`config.mk`:
```
export PLATFORM = sky130hd
export DESIGN_NAME = alu_stage
export DESIGN_NICKNAME = d
export VERILOG_FILES = /design/src/rtl/alu_stage.sv
export SDC_FILE = /design/constraint.sdc
export NUM_CORES = 1
export LEC_CHECK = 0
export CAP_MARGIN = 20
export CORE_UTILIZATION = 40
export CTS_CLUSTER_SIZE = 16
export DETAILED_ROUTE_END_ITERATION = 8
export PLACE_DENSITY = 0.82
export SETUP_SLACK_MARGIN = 0.05
export SKIP_LAST_GASP = 1
export SYNTH_ARGS = -nofsm -noshare
export SYNTH_HDL_FRONTEND = slang
export SYNTH_SLANG_ARGS = --single-unit
```
`constraint.sdc`:
```
create_clock -name i_clock -period 1.63 [get_ports i_clock]
set_clock_uncertainty 0.05 [all_clocks]
set_input_delay 0.163 -clock i_clock [delete_from_list [all_inputs] [get_ports i_clock]]
set_output_delay 0.163 -clock i_clock [all_outputs]
set_load 0.01 [all_outputs]
```
`src/rtl/alu_stage.sv`:
```
// alu_stage: two-register execute stage wrapped around a combinational ALU.
//
// Stage 1 registers the decoded op, both operands and the destination index.
// It drives the op and operands straight to the external ALU. Stage 2 captures
// the ALU result and the destination index and presents them to writeback.
// Each stage holds a single entry and there is no skid buffer, so o_ready
// depends combinationally on i_ready.
//
// Ports
//   i_clock                      clock; all state changes on the rising edge
//   i_reset                      asynchronous reset, active low
//   i_flush                      synchronous kill of every in-flight entry
//   i_valid / o_ready            upstream handshake
//   i_op, i_data0, i_data1, i_rd upstream op, operands and destination index
//   o_alu_op, o_alu_data0/1      stage-1 registers that feed the ALU
//   i_alu_data                   combinational result returned by the ALU
//   o_valid / i_ready            downstream handshake
//   o_data, o_rd                 stage-2 result and destination index
module alu_stage #(
  parameter int DATA_WIDTH = 16,
  parameter int RD_WIDTH   = 5
) (
  input  logic                  i_clock,
  input  logic                  i_reset,
  input  logic                  i_flush,
  input  logic                  i_valid,
  output logic                  o_ready,
  input  logic [3:0]            i_op,
  input  logic [DATA_WIDTH-1:0] i_data0,
  input  logic [DATA_WIDTH-1:0] i_data1,
  input  logic [RD_WIDTH-1:0]   i_rd,
  output logic [3:0]            o_alu_op,
  output logic [DATA_WIDTH-1:0] o_alu_data0,
  output logic [DATA_WIDTH-1:0] o_alu_data1,
  input  logic [DATA_WIDTH-1:0] i_alu_data,
  output logic                  o_valid,
  input  logic                  i_ready,
  output logic [DATA_WIDTH-1:0] o_data,
  output logic [RD_WIDTH-1:0]   o_rd
);

  logic                  vld_p1;
  logic [3:0]            op_p1;
  logic [DATA_WIDTH-1:0] data0_p1;
  logic [DATA_WIDTH-1:0] data1_p1;
  logic [RD_WIDTH-1:0]   rd_p1;

  logic                  vld_p2;
  logic [DATA_WIDTH-1:0] data_p2;
  logic [RD_WIDTH-1:0]   rd_p2;

  logic accept;
  logic s2_free;
  logic s1_move;

  // The handshake chain runs from i_ready back to o_ready. The stage can take
  // a new input when stage 1 is empty or when its entry moves on this cycle.
  // A flush does not gate o_ready. A flushed input is dropped later, when the
  // registers are written.
  always_comb begin
    s2_free = ~vld_p2 | i_ready;
    s1_move = vld_p1 & s2_free;
    o_ready = ~vld_p1 | s1_move;
    accept  = i_valid & o_ready;
  end

  // ---- Stage 1: op/operand/rd registers driving the ALU ----
  // The data registers keep their value after the entry drains. They load only
  // on a real accept, so a flushed input never reaches the ALU.
  always_ff @(posedge i_clock or negedge i_reset) begin
    if (!i_reset) begin
      vld_p1   <= 1'b0;
      op_p1    <= '0;
      data0_p1 <= '0;
      data1_p1 <= '0;
      rd_p1    <= '0;
    end else begin
      if (i_flush)
        vld_p1 <= 1'b0;
      else if (accept)
        vld_p1 <= 1'b1;
      else if (s1_move)
        vld_p1 <= 1'b0;

      if (accept && !i_flush) begin
        op_p1    <= i_op;
        data0_p1 <= i_data0;
        data1_p1 <= i_data1;
        rd_p1    <= i_rd;
      end
    end
  end

  // ---- Stage 2: ALU result capture toward writeback ----
  // The result loads only when the stage-1 entry moves. o_data and o_rd
  // therefore stay stable while writeback stalls.
  always_ff @(posedge i_clock or negedge i_reset) begin
    if (!i_reset) begin
      vld_p2  <= 1'b0;
      data_p2 <= '0;
      rd_p2   <= '0;
    end else begin
      if (i_flush)
        vld_p2 <= 1'b0;
      else if (s1_move)
        vld_p2 <= 1'b1;
      else if (vld_p2 && i_ready)
        vld_p2 <= 1'b0;

      if (s1_move && !i_flush) begin
        data_p2 <= i_alu_data;
        rd_p2   <= rd_p1;
      end
    end
  end

  assign o_alu_op    = op_p1;
  assign o_alu_data0 = data0_p1;
  assign o_alu_data1 = data1_p1;
  assign o_valid     = vld_p2;
  assign o_data      = data_p2;
  assign o_rd        = rd_p2;

endmodule

```
### Yosys cells after proc, flatten, opt, wreduce, memory -nomap -nowiden

Cells that the tools add are included.

* input port bits: 62
* word-level logic and storage cells: 26
* bits in registers: 64

* bitwise operators: 6
* reduce and logical (&&, ||, !) cells: 6
* mux-type cells: 6

Operators by type and width (count)
* 1-bit two-way mux: 6
* 3-bit nonzero test: 2
* 1-bit logical AND: 3
* 1-bit AND: 2
* 1-bit NOT: 2
* 1-bit OR: 2
* 1-bit zero test: 1

### Logic depth before layout (Yosys ltp)

* depth after elaboration: 7
* gate-level depth with buffers: 4

### Worst setup path after synthesis

Ideal clock, no wire load.

* path kind: reg2reg
* from: register vld_p2, in the netlist o_valid
* to: register data_p2[0], in the netlist o_data[0]
* stages on the path, launching flop included: 5
* path slack: 0.185 ns
* arrival time: 1.270 ns
* data required time: 1.455 ns
* cells stage by stage: dfrtp_1 > nor2b_4 > nor3b_4 > buf_6 > mux2_2

* word-level cells in the longest chain between the ends: 4

RTL lines
* start, declared: line 48 `logic vld_p2;`
* start signal, assigned: line 99 `vld_p2 <= 1'b0;`
* start signal, assigned: line 104 `vld_p2 <= 1'b0;`
* start signal, assigned: line 106 `vld_p2 <= 1'b1;`
* 1-bit NOT: line 61 `s2_free = ~vld_p2 | i_ready;`
* 1-bit OR: line 61
* 1-bit AND: line 62 `s1_move = vld_p1 & s2_free;`
* 1-bit logical AND: line 110 `if (s1_move && !i_flush) begin`
* end signal, assigned: line 111 `data_p2 <= i_alu_data;`
* end, declared: line 49 `logic [DATA_WIDTH-1:0] data_p2;`

No other way between the ends.
A chain may end at the register's enable or synchronous reset.

### Final worst setup path

* from: register vld_p2, in the netlist o_valid
* to: register rd_p1[0]

* word-level cells in the longest chain between the ends: 6

RTL lines
* 1-bit NOT: line 61
* 1-bit OR: line 61
* 1-bit AND: line 62
* 1-bit OR: line 63 `o_ready = ~vld_p1 | s1_move;`
* 1-bit AND: line 64 `accept = i_valid & o_ready;`
* 1-bit logical AND: line 85 `if (accept && !i_flush) begin`
* end signal, assigned: line 89 `rd_p1 <= i_rd;`
* end, declared: line 46 `logic [RD_WIDTH-1:0] rd_p1;`

No other way between the ends.

==> impl_metrics.env <==
export IMPL_run_status="completed"
export IMPL_min_path_type="in2async"
export IMPL_final_critical_path_setup_slack_ns=0.0478
export IMPL_worstPathCellList="nor2b_4, buf_6, a21oi_4, buf_12, buf_12, mux2_2"
export IMPL_antennaDiodeCount=0
export IMPL_place_detailed_hpwl_mm=3.81
export IMPL_clock_root_buffer="sky130_fd_sc_hd__clkbuf_8"
export IMPL_gp_routability_congestion=0.672
export IMPL_placed_cells_incl_taps=338
export IMPL_dp_slack_ns=-0.140
export IMPL_slowest_stage="sky130_fd_sc_hd__dfrtp_1"
export IMPL_detailedRoute_firstPassIterationCount=2
export IMPL_finish_instance_area_um2=4230
export IMPL_setup_worst_path_class="reg2reg"
export IMPL_port_buffers=120
export IMPL_startpoint_type="flip-flop"
export IMPL_yosys_register_bits=64
export IMPL_critical_path_max_fanout=7
export IMPL_grt_pass1_vias=1725
export IMPL_synth_cells=141
export IMPL_critPathBufInv=3
export IMPL_met2_length_mm=2.69
export IMPL_grt_overflow_total=0
export IMPL_grtUsageTotal_pct=16.5
export IMPL_avgRoutedWirePerCell_um=15.4
export IMPL_cpMostUsedCell="sky130_fd_sc_hd__buf_12"
export IMPL_cp_data_arrival_time_ns=1.74
export IMPL_post_route_drc_count=0
export IMPL_routed_length_on_met1_mm=2.31
export IMPL_grt_max_degree=42
export IMPL_fin_setup_tns_ns=0
export IMPL_io_pins=121
export IMPL_path_clk_slew_ns=0.07
export IMPL_h_tree_lvls=3
export IMPL_die_h_um=81.0
export IMPL_cellLeakagePower_nw=1.83
export IMPL_die_area_um2=6560
export IMPL_dr_total_vias=1674
export IMPL_report_final_setup_viol=0
export IMPL_nNetsFinal=344
export IMPL_totalPowerFinal_mw=4.62
export IMPL_synth_nets=203
export IMPL_initial_utilization_pct=41.9
export IMPL_timing_critical_path_to_type="flip-flop"
export IMPL_drv_cap=0
export IMPL_worst_path_largest_cell_delay_ns=0.37
export IMPL_tritoncts="built"
export IMPL_core_rowCount=28
export IMPL_syn_area_per_cell_um2=17.7
export IMPL_fmaxAchievable_mhz=632
export IMPL_finish_cell_count_without_fillers=361
export IMPL_syn2layout_area_growth_pct=69.6
export IMPL_clock_sink_count=64
export IMPL_finalHoldViolations=0
export IMPL_power_density_cell_area_nw_per_um2=1090
export IMPL_core_area_um2=5960
export IMPL_crit_family="buffers and inverters"
export IMPL_met3_wirelength_um=457
export IMPL_insertion_delay_ns=0.32
export IMPL_top_layer_used="met4"
export IMPL_clock_path_buffers=2
export IMPL_grt_setup_unrepaired="true"
export IMPL_detail_route_iter0_violations=22
export IMPL_timing_max_transition_violations_final=0
export IMPL_critical_path_required_ns=1.79
export IMPL_layout_drive_gt1_share_pct=33.2
export IMPL_dieWidth_um=81.0
export IMPL_tightest_slew_ns=0.410
export IMPL_detail_route_antenna_nets=0
export IMPL_finalWirelength_mm=5.56
export IMPL_max_slew_margin_pct=72.7
export IMPL_synth_yosys_warnings=0
export IMPL_min_period_over_period_pct=97.1
export IMPL_wire_length_of_the_first_global_routing_pass_mm=7.99
export IMPL_synthesis_area_um2=2490
export IMPL_dpl_cell_area_um2=3830
export IMPL_ir_drop_worst_case_vdd_mv=0.671
export IMPL_synth_sequential_area_ratio_pct=64.2
export IMPL_cts_made_buffers=9
export IMPL_initial_antenna_violation_count=0
export IMPL_final_min_clock_period_ns=1.58
export IMPL_synth_cell_types=12
export IMPL_vias_per_cell=4.64
-- sequential cells by signal (all words and copies together) (netlist names) --
signal,cells
o_alu_data0,16
o_alu_data1,16
o_data,16
o_rd,5
rd_p1,5
o_alu_op,4
o_valid,1
vld_p1,1
-- metrics by stage --
stage	hold WS, ns	utilization (%)
global placement	0.0585	64.3
CTS	0.262	67.7
finish	0.270	71.0
global route	0.294	71.0
floorplan	-0.183	-
detailed placement	0.0705	64.3
-- layout make-up --
| type | instances | area [um^2] |
|---|---|---|
| timing repair buffer | 136 | 1440 |
| fill | 397 | 1730 |
| clock buffer | 11 | 141 |
| multi-input combinational | 71 | 908 |
| tap | 75 | 93.8 |
| clock inverter | 4 | 45.0 |
| sequential | 64 | 1600 |
-- routing by layer --
layer / track usage (%) / vias to the layer above
li1: - / 774
met1: 18.8 / 816
met2: 27.7 / 73
met3: 5.73 / 11
met4: 7.68 / 0
met5: 0 / -
-- worst register-to-register path, stage by stage (launching register included) --
cell and delay (ns):
sky130_fd_sc_hd__dfrtp_1 0.37, sky130_fd_sc_hd__nor2b_4 0.13, sky130_fd_sc_hd__buf_6 0.13, sky130_fd_sc_hd__a21oi_4 0.17
sky130_fd_sc_hd__buf_12 0.16, sky130_fd_sc_hd__buf_12 0.13, sky130_fd_sc_hd__mux2_2 0.33
-- cells by family after synthesis --
family | after synthesis | synth area share, %
compound gates | 2 | 0.853
buf+inv | 6 | 2.71
flops | 64 | 64.2
mux | 62 | 29.8
simple gates | 7 | 2.46
-- Yosys cell counts (all sizes together) --
cell    count  share of area [%]
a21oi       2               0.85
buf         6                2.7
dfrtp      64                 64
mux2       62                 30
nand2       1               0.15
nand2b      1               0.55
nor2        3               0.45
nor2b       1               0.55
nor3b       1               0.75
-- power by group --
group	internal, mW	switching, mW
Clock	0.732	0.557
Sequential	1.87	0.142
Combinational	0.904	0.416
-- layout by cell type, fill, tap and decap left out --
| cell type | Yosys | routed |
|---|---|---|
| sky130_fd_sc_hd__dfrtp_1 | 64 | 64 |
| sky130_fd_sc_hd__buf_4 | 0 | 5 |
| sky130_fd_sc_hd__buf_6 | 6 | 2 |
| sky130_fd_sc_hd__buf_12 | 0 | 5 |
| sky130_fd_sc_hd__clkdlybuf4s50_1 | 0 | 118 |
| sky130_fd_sc_hd__dlygate4sd3_1 | 0 | 1 |
| sky130_fd_sc_hd__mux2_1 | 1 | 1 |
| sky130_fd_sc_hd__clkbuf_16 | 0 | 3 |
| sky130_fd_sc_hd__a21oi_1 | 1 | 1 |
| sky130_fd_sc_hd__mux2_2 | 49 | 27 |
| sky130_fd_sc_hd__nand2b_4 | 1 | 1 |
| sky130_fd_sc_hd__nor2_1 | 3 | 3 |
| sky130_fd_sc_hd__nor2b_4 | 1 | 1 |
| sky130_fd_sc_hd__clkbuf_1 | 0 | 1 |
| sky130_fd_sc_hd__clkbuf_8 | 0 | 10 |
| sky130_fd_sc_hd__clkinv_2 | 0 | 3 |
| sky130_fd_sc_hd__dlygate4sd2_1 | 0 | 1 |
| sky130_fd_sc_hd__bufinv_16 | 0 | 1 |
| sky130_fd_sc_hd__buf_2 | 0 | 1 |
| sky130_fd_sc_hd__nand2_1 | 1 | 1 |
| sky130_fd_sc_hd__a21oi_4 | 1 | 1 |
| sky130_fd_sc_hd__nor3b_4 | 1 | 1 |
| sky130_fd_sc_hd__mux2_4 | 12 | 34 |
-- final timing paths --
kind | startpoint | to | slack (ns) | cells past startpoint
worst max register to register | o_valid$_DFFE_PN0P_ | rd_p1[0]$_DFFE_PN0P_ | 0.05 | 6
max in group asynchronous | i_reset | o_data[7]$_DFFE_PN0P_ | 0.71 | 3
worst max-delay path | o_valid$_DFFE_PN0P_ | rd_p1[0]$_DFFE_PN0P_ | 0.05 | 6
min in group i_clock | i_data1[10] | o_alu_data1[10]$_DFFE_PN0P_ | 0.40 | 2
worst min-delay path | i_reset | o_alu_data0[12]$_DFFE_PN0P_ | 0.27 | 2
worst min register to register | rd_p1[2]$_DFFE_PN0P_ | o_rd[2]$_DFFE_PN0P_ | 0.44 | 1
-- repair_timing --
action	4_1_cts	5_1_grt
hold buffers	1	0
setup buffers	1	2
endpoints found under the hold margin	15	0
pin swaps	0	1
setup endpoints to repair	1	62
cloned	0	4
gates resized for setup	1	23
Note: power is estimated with default switching activity, not from simulation.
